[config.mk]
export PLATFORM = sky130hd
export DESIGN_NAME = rr_chan_mux
export DESIGN_NICKNAME = d
export VERILOG_FILES = /design/src/rtl/rr_chan_mux.sv
export SDC_FILE = /design/constraint.sdc
export NUM_CORES = 1
export LEC_CHECK = 0
export BUFFER_PORTS_ARGS = -buffer_cell sky130_fd_sc_hd__buf_4
export CORE_UTILIZATION = 41
export DETAILED_ROUTE_END_ITERATION = 6
export PLACE_DENSITY_LB_ADDON = 0.08
export SYNTH_ARGS = -nofsm -noshare
export SYNTH_HDL_FRONTEND = slang
export SYNTH_SLANG_ARGS = --single-unit
[constraint.sdc]
create_clock -name clk -period 4.8 [get_ports clk]
set_input_delay 0 -clock clk [delete_from_list [all_inputs] [get_ports clk]]
set_output_delay 0 -clock clk [all_outputs]
set_load 0.02 [all_outputs]
[src/rtl/rr_chan_mux.sv]
// rr_chan_mux: NUM_CH-input channel multiplexer with a single output register slice.
// Channels are granted either from a fixed index (mode=0) or by a round-robin scan
// that starts at a rotating pointer (mode=1). The selected word is captured into the
// output slice with a valid/ready handshake toward the downstream consumer.
module rr_chan_mux #(
   parameter  int NUM_CH = 13,
   parameter  int WIDTH  = 8,
   localparam int SELW   = $clog2(NUM_CH)
) (
   input  logic                    clk,
   input  logic                    rst_n,
   input  logic                    mode,
   input  logic [SELW-1:0]         sel,
   input  logic [NUM_CH*WIDTH-1:0] in_data,
   input  logic [NUM_CH-1:0]       in_valid,
   output logic [NUM_CH-1:0]       in_ready,
   output logic [WIDTH-1:0]        out_data,
   output logic [SELW-1:0]         out_ch,
   output logic                    out_valid,
   input  logic                    out_ready
);

   logic [WIDTH-1:0]  out_data_r;
   logic [SELW-1:0]   out_ch_r;
   logic              out_valid_r;
   logic [SELW-1:0]   ptr_r;

   logic              load_en_s;
   logic              grant_vld_s;
   logic [SELW-1:0]   grant_idx_s;
   logic [WIDTH-1:0]  grant_data_s;
   logic [SELW-1:0]   ptr_next_s;
   logic [NUM_CH-1:0] in_ready_s;

   // The slice can take a new word when it is empty or its word leaves this cycle.
   assign load_en_s = !out_valid_r || out_ready;

   // Grant selection: fixed index, or a two-pass scan (ptr..NUM_CH-1, then 0..ptr-1).
   // Only real channel indices are ever compared, so sel >= NUM_CH never grants.
   always_comb begin
      grant_vld_s  = 1'b0;
      grant_idx_s  = '0;
      grant_data_s = '0;
      if (mode == 1'b0) begin
         for (int i = 0; i < NUM_CH; i++) begin
            if ((sel == SELW'(i)) && in_valid[i]) begin
               grant_vld_s  = 1'b1;
               grant_idx_s  = SELW'(i);
               grant_data_s = in_data[i*WIDTH +: WIDTH];
            end else begin
               grant_vld_s  = grant_vld_s;
            end
         end
      end else begin
         for (int i = 0; i < NUM_CH; i++) begin
            if (!grant_vld_s && (SELW'(i) >= ptr_r) && in_valid[i]) begin
               grant_vld_s  = 1'b1;
               grant_idx_s  = SELW'(i);
               grant_data_s = in_data[i*WIDTH +: WIDTH];
            end else begin
               grant_vld_s  = grant_vld_s;
            end
         end
         for (int i = 0; i < NUM_CH; i++) begin
            if (!grant_vld_s && (SELW'(i) < ptr_r) && in_valid[i]) begin
               grant_vld_s  = 1'b1;
               grant_idx_s  = SELW'(i);
               grant_data_s = in_data[i*WIDTH +: WIDTH];
            end else begin
               grant_vld_s  = grant_vld_s;
            end
         end
      end
   end

   // Next scan start: one past the granted channel, wrapping at NUM_CH-1 so ptr stays in range.
   always_comb begin
      ptr_next_s = '0;
      if (grant_idx_s == SELW'(NUM_CH - 1)) begin
         ptr_next_s = '0;
      end else begin
         ptr_next_s = grant_idx_s + SELW'(1);
      end
   end

   // One-hot accept strobe to the granted channel; forced low while reset is asserted.
   always_comb begin
      in_ready_s = '0;
      for (int i = 0; i < NUM_CH; i++) begin
         in_ready_s[i] = rst_n && load_en_s && grant_vld_s && (grant_idx_s == SELW'(i));
      end
   end

   // Output slice: load on a transfer, drop valid when free with nothing granted, else hold.
   always_ff @(posedge clk or negedge rst_n) begin
      if (!rst_n) begin
         out_data_r  <= '0;
         out_ch_r    <= '0;
         out_valid_r <= 1'b0;
      end else if (load_en_s) begin
         if (grant_vld_s) begin
            out_data_r  <= grant_data_s;
            out_ch_r    <= grant_idx_s;
            out_valid_r <= 1'b1;
         end else begin
            out_valid_r <= 1'b0;
         end
      end
   end

   // Round-robin pointer advances only on a transfer made in round-robin mode.
   always_ff @(posedge clk or negedge rst_n) begin
      if (!rst_n) begin
         ptr_r <= '0;
      end else if (load_en_s && grant_vld_s && mode) begin
         ptr_r <= ptr_next_s;
      end
   end

   assign in_ready  = in_ready_s;
   assign out_data  = out_data_r;
   assign out_ch    = out_ch_r;
   assign out_valid = out_valid_r;

endmodule
==> metrics.md, run 1 <==
| Metric | Value |
|---|---|
| Worst Path Required | `4.80 ns` |
| Final Hold Viols | `0` |
| Initial Utilization | `43.0%` |
| VDD IR max | `213 uV` |
| Post-synth top area cell | `dfrtp_1` |
| Die width | `between 100 and 150 um` |
| Vias in the first global route | `between 6000 and 7000` |
| Final Setup Violations | `0` |
| Die Y | `110 um` |
| Status | `finished with violations` |
| Failing checks | `design-rule violations` |
| Yosys reg bits | `17` |
| Main area contributors after synthesis | `dfrtp_1, nand2_1, a22oi_1` |
| CTS tree | `built` |
| Most used cell, CP | `nor3_1` |
| Iteration-0 DRC Markers | `1589` |
| Synthesized net count | `between 800 and 900` |
| Area taken by multi-input logic gates | `about 0.004 sq mm` |
| DP Worst Slack | `~0.5 ns` |
| Hold path cells | `3` |
| Via count | `7531` |
| DRC Markers | `28` |
| Startpoint Class | `flop` |
| Worst path max stage delay | `0.76 ns` |
| Min cycle time layout | `4.42 ns` |
| All-layer global routing usage | `48.8%` |
| WL final | `30000 um` |
| Non-filler instance count after layout | `967` |
| Root Driver | `clkbuf_16` |
| CTS H-Tree Depth | `1` |
| First-pass GRT wire length | `between 40000 and 50000 um` |
| Post-Syn Area per Cell | `6.81 sq um` |
| Placed Cells | `961` |
| P&R area growth vs syn | `28.6%` |
| WP data arrival | `4.42 ns` |
| Fin. max-slew vios | `0` |
| Port bufs | `150` |
| Synth Flop Type | `dfrtp_1` |
| Max Fclk | `226 MHz` |
| Post-Route Utilization | `55.2%` |
| Slew HR | `27.8%` |
| Cell Rows | `38` |
| Hold Slack | `0.0523 ns` |
| Final Cycle Share | `92.0%` |
| Unique masters post-synth | `92` |
| Synth warn | `0` |
| Share of layout cells above drive strength 1 | `26.3%` |
| Post-synth top area share | `8.98%` |
| TritonCTS buffer count | `3` |
| RR Startpoint | `ptr_r[3]` |
| Setup ws final | `0.383 ns` |
| Pin count of the biggest net entering global routing | `27` |
| Min-Delay Path Class | `primary input to flop` |
| Synthesized area | `between 0.004 and 0.005 sq mm` |
| I/O Pins | `151` |
| # Max-Cap Violations | `0` |
| Hold Path End | `out_valid` |
| Clock Tree Buf Depth | `2` |
| Synth Instances | `a little under 700` |
| Reg area | `425 sq um` |
| Sink Count | `17` |
| R2R Path End | `ptr_r[3]` |
| P_leak | `2.49 nW` |
| Initial antenna violation count | `1` |
| Sequential area share after synthesis | `about 9.0%` |
| TritonRoute pass-1 iters | `7` |
| CP Cell Sequence | `nor3_2 > o21a_2 > or3_1 > nor3_1 > nor4_1 > a31oi_2 > nor2_1 > nand3_1 > nor3_1 > buf_4` |
| RSZ-0062 raised after global routing | `false` |
| Routed Antenna Nets | `0` |
| Die footprint | `0.0120 sq mm` |
| PwrDens | `roughly 380 mW/mm^2` |
| CP max stage cell | `or3_1` |
| Total grt overflow | `0` |
| WL per Instance | `31.0 um` |
| Core ar. | `0.0110 sq mm` |
| Register clock-pin slew on the reported worst setup and hold paths | `0.07 ns` |
| Worst r2r path cells | `10` |
| Worst setup path class | `flop to output port` |
| Slack of the worst reg-to-reg path | `0.49 ns` |
| Post-DP HPWL | `approximately 24000 um` |
| Clk_skew | `around 0.016 ns` |
| GPL Wtd Cong | `1.16` |
| Async S/R FF share, synth | `100%` |
| Nets | `between 900 and 1000` |
| Tightest Pin Transition | `1.08 ns` |
| CP Max Fanout | `19` |
| Avg Vias per Cell | `7.79` |
| Fillers | `1098` |
| Setup_tns | `0 ns` |
| Worst Min Path Start | `out_ready` |
| Post-CTS setup buffers | `0` |
| Clk Latency, worst-skew pair | `0.26 ns` |
| Crit. End Element | `output port` |
| Post-synth EDFFs | `0` |
-- state kept, by name (all words and copies together), names as in the netlist --
| name | cells |
|---|---|
| out_valid | 1 |
| ptr_r | 4 |
| out_data | 8 |
| out_ch | 4 |
-- cell usage after synthesis (all sizes together), types with 7 or more instances --
| cell type | instances |
|---|---|
| o21ai | 47 |
| nand4 | 10 |
| a221oi | 17 |
| dfrtp | 17 |
| nor2b | 10 |
| nand2b | 8 |
| nor2 | 54 |
| a21oi | 43 |
| nor4 | 15 |
| a22oi | 31 |
| a22o | 14 |
| o211ai | 8 |
| clkbuf | 37 |
| buf | 15 |
| a21o | 7 |
| or4 | 7 |
| a221o | 7 |
| nand3 | 29 |
| mux2i | 9 |
| nand2 | 66 |
| nor3 | 25 |
| a211oi | 10 |
| o31ai | 11 |
| a31oi | 22 |
| inv | 17 |
| or3 | 13 |
| and3 | 24 |
| o22ai | 21 |
| a222oi | 16 |
-- final cells by class --
type	instances	share of cell area [%]
clock buffer	4	1.29
sequential	17	6.98
antenna	1	0.0411
multi-input combinational	610	65.8
tap	140	2.87
inverter	17	1.05
timing repair buffer	178	22.0
-- layout by cell type (no fill, tap or decap), types with 13 or more instances in the layout --
cell type,n
buf_4,177
nand2_1,65
nor2_1,53
o21ai_0,41
a21oi_1,41
a22oi_1,31
nand3_1,29
and3_1,24
o22ai_1,21
a31oi_1,20
nor3_1,20
dfrtp_1,17
inv_1,16
a221oi_1,16
a222oi_1,16
a22o_1,14
or3_1,13
-- cells by family after synthesis --
group           share of synthesized area [%]
mux                                      3.17
simple gates                             33.6
compound gates                           47.2
fa+ha+maj                               0.528
flops                                    8.98
buf+inv                                  6.57
-- worst max path at each step --
stage / start / to / slack, ns / depth (start not counted)
after global routing: ptr_r[3] / in_ready[8] / 0.20 / 10
after CTS: ptr_r[3] / in_ready[12] / 0.23 / 10
after detailed placement: ptr_r[3] / in_ready[12] / 0.51 / 10
after global placement: ptr_r[3] / in_ready[12] / 0.74 / 10
after floorplan: ptr_r[2] / in_ready[5] / 1.69 / 11
final: ptr_r[3] / in_ready[8] / 0.38 / 10
-- critical path, delay by kind of cell (launching register included) --
kind,cells,cell delay (ns)
simple gates,7,2.93
flops,1,0.48
compound gates,2,0.55
buf+inv,1,0.18
-- timing repair --
item | CTS | global route
hold endpoints to repair | 17 | 0
hold buffers | 1 | 0
setup endpoints to repair | 0 | 3
gates resized for setup | 0 | 1
-- power by group --
part / leakage (nW) / internal (mW) / switching [mW] / total (mW)
clock network: 0.0382 / 0.114 / 0.0717 / 0.185
logic: 2.25 / 0.628 / 1.21 / 1.84
registers: 0.204 / 0.202 / 0.0600 / 0.262
-- through the flow --
step	power, mW	cell area, sq um
after detailed placement	1.99	6000
after CTS	2.17	6090
after floorplan	1.34	4740
after global routing	2.36	6090
after global placement	1.97	6000
final	2.29	6090
-- routing by layer --
layer / routed length, um / global-route usage, % / vias up
met5: 0 / 0 / -
met2: 12200 / 73.5 / 800
li1: - / - / 3092
met1: 10500 / 59.1 / 3442
met4: 2120 / 26.9 / 0
met3: 5180 / 19.0 / 197
Note: power is estimated with default switching activity, not from simulation.
==> run 2, diff against run 1 <==
--- a/config.mk
+++ b/config.mk
@@ -5,7 +5,9 @@
 export SDC_FILE = /design/constraint.sdc
 export NUM_CORES = 1
 export LEC_CHECK = 0
+export ABC_AREA = 0
 export BUFFER_PORTS_ARGS = -buffer_cell sky130_fd_sc_hd__buf_4
+export CORE_MARGIN = 10
 export CORE_UTILIZATION = 41
 export DETAILED_ROUTE_END_ITERATION = 6
 export PLACE_DENSITY_LB_ADDON = 0.08
==> constraint.sdc (replaced) <==
create_clock -name clk -period 4.4 [get_ports clk]
set_input_delay 0 -clock clk [delete_from_list [all_inputs] [get_ports clk]]
set_output_delay 0 -clock clk [all_outputs]
set_load 0.02 [all_outputs]
==> metrics.md, run 2 (synthesis results as in run 1) <==
| Metric | Value |
|---|---|
| Die footprint | `0.0163 sq mm` |
| Most used cell, CP | `buf_4` |
| CP top delay family | `simple AND/OR/NAND/NOR gates` |
| Core ar. | `0.0114 sq mm` |
| Total grt overflow | `0` |
| Met1 usage | `between 40% and 50%` |
| Post-route total power | `between 2 and 3 mW` |
| Iteration-0 DRC Markers | `1486` |
| # Max-Cap Violations | `0` |
| Max Fclk | `236 MHz` |
| Commonest non-fill, non-tap cell in the layout | `buf_4` |
| Vias in the first global route | `7186` |
| DP Worst Slack | `0.456 ns` |
| All-layer global routing usage | `a little over a third` |
| TritonCTS buffer count | `3` |
| Clk Latency, worst-skew pair | `0.26 ns` |
| Nets | `around 1000` |
| CP Max Fanout | `23` |
| Via count | `7623` |
| PwrDens | `412 mW/mm^2` |
| Failing checks | `design-rule violations` |
| Die Y | `128 um` |
| Die width | `128 um` |
| Final Setup Violations | `0` |
| Max FFs per register | `8` |
| CP max stage cell | `dfrtp_1` |
| Pin count of the biggest net entering global routing | `27` |
| CTS H-Tree Depth | `1` |
| Share of layout cells above drive strength 1 | `around 28%` |
| CTS tree | `built` |
| Initial antenna violation count | `3` |
| Met2 Track Usage GR | `52.3%` |
| Setup ws final | `0.155 ns` |
| P_leak | `2.58 nW` |
| Worst path max stage delay | `0.85 ns` |
| Grt met3 use | `12.3%` |
| TritonRoute pass-1 iters | `7` |
| RSZ-0062 raised after global routing | `false` |
| Root Driver | `clkbuf_16` |
| Most used routing layer | `met2` |
| CP Cell Sequence | `o21ai_2 > a32o_1 > or3_1 > buf_4 > nor4_4 > a21oi_1 > a31oi_4 > ha_1 > inv_1 > nor3_1 > buf_4` |
| Final Hold Viols | `0` |
| Port bufs | `150` |
| Area taken by multi-input logic gates | `0.00402 sq mm` |
| Register clock-pin slew on the reported worst setup and hold paths | `0.05 ns` |
| Placed Area | `0.00615 sq mm` |
| Cell Rows | `39` |
| I/O Pins | `151` |
| Crit. End Element | `output port` |
| Min cycle time layout | `between 4 and 5 ns` |
| Sink Count | `17` |
| Tightest Pin Transition | `between 1 and 1.5 ns` |
| DRC Markers | `18` |
| First-pass GRT wire length | `44600 um` |
| VDD IR max | `~300 uV` |
| Fillers | `roughly 1100` |
| WP data arrival | `4.24 ns` |
| P&R area growth vs syn | `31.6%` |
| Final Cycle Share | `96.5%` |
| Most frequent cells in the layout | `buf_4, nand2_1, nor2_1, o21ai_0, a21oi_1` |
| Ant diodes | `0` |
| Clock Tree Buf Depth | `2` |
| Buffers & Inverters on Critical Path | `3` |
| Startpoint Class | `flop` |
| Worst setup path class | `flop to output port` |
| Routed Antenna Nets | `0` |
| Reg area | `roughly 430 sq um` |
| WL final | `31200 um` |
| Clk_skew | `0.00121 ns` |
| Status | `finished with violations` |
| Post-DP HPWL | `25000 um` |
| Fin. max-slew vios | `0` |
| Initial Utilization | `41.7%` |
| Slew HR | `18.9%` |
| Worst Path Required | `4.40 ns` |
| GPL Wtd Cong | `1.11` |
| Setup_tns | `0 ns` |
| WL per Instance | `approximately 32 um` |
| Post-layout instance area | `0.00624 sq mm` |
| Min-Delay Path Class | `primary input to flop` |
| Avg Vias per Cell | `around 7.7` |
-- run 2: per-stage QoR --
stage | util, % | instances | hold WS, ns
after floorplan | - | 696 | -0.296
after global placement | 54.1 | 982 | -0.119
after detailed placement | 54.1 | 982 | -0.110
after CTS | 54.8 | 987 | 0.0625
after global routing | 54.9 | 987 | 0.0922
final | 54.9 | 987 | 0.0690
-- run 2: tightest hold or removal path: stages --
cell and delay (ns):
buf_4 0.07, nand2b_1 0.15, nand2_1 0.07
-- run 2: repair_timing --
item                       in CTS  in global routing
buffers inserted                0                  0
resized for setup               0                  1
setup endpoints to repair       0                  9
hold endpoints to repair       17                  0
hold buffers                    1                  0
-- run 2: report_power, final --
part	leakage [nW]	internal [mW]	switching [mW]
logic	2.34	0.736	1.30
clock network	0.0382	0.123	0.0660
registers	0.204	0.219	0.124
total	2.58	1.08	1.49
-- run 2: layout make-up --
type / instances / share of cell area, %
Clock buffer: 4 / 1.26
Inverter: 17 / 1.02
Multi-Input combinational cell: 610 / 64.4
Sequential cell: 17 / 6.82
Tap cell: 143 / 2.87
Timing Repair Buffer: 196 / 23.6
-- run 2: worst paths after layout --
check	from	to	slack, ns	cells after the start
max	ptr_r[0]	in_ready[5]	0.16	11
max in group asynchronous	rst_n	out_data[2]	4.04	2
max reg2reg	ptr_r[0]	out_data[4]	0.27	10
min reg2reg	out_ch[0]	out_ch[0]	0.50	1
min	out_ready	out_valid	0.07	3
min in group asynchronous	rst_n	out_ch[0]	0.15	2
-- run 2: layer usage --
layer / up-vias / routed length [um]
li1: 3132 / -
met1: 3481 / 11300
met2: 808 / 13000
met3: 198 / 4620
met4: 4 / 2210
met5: - / 32
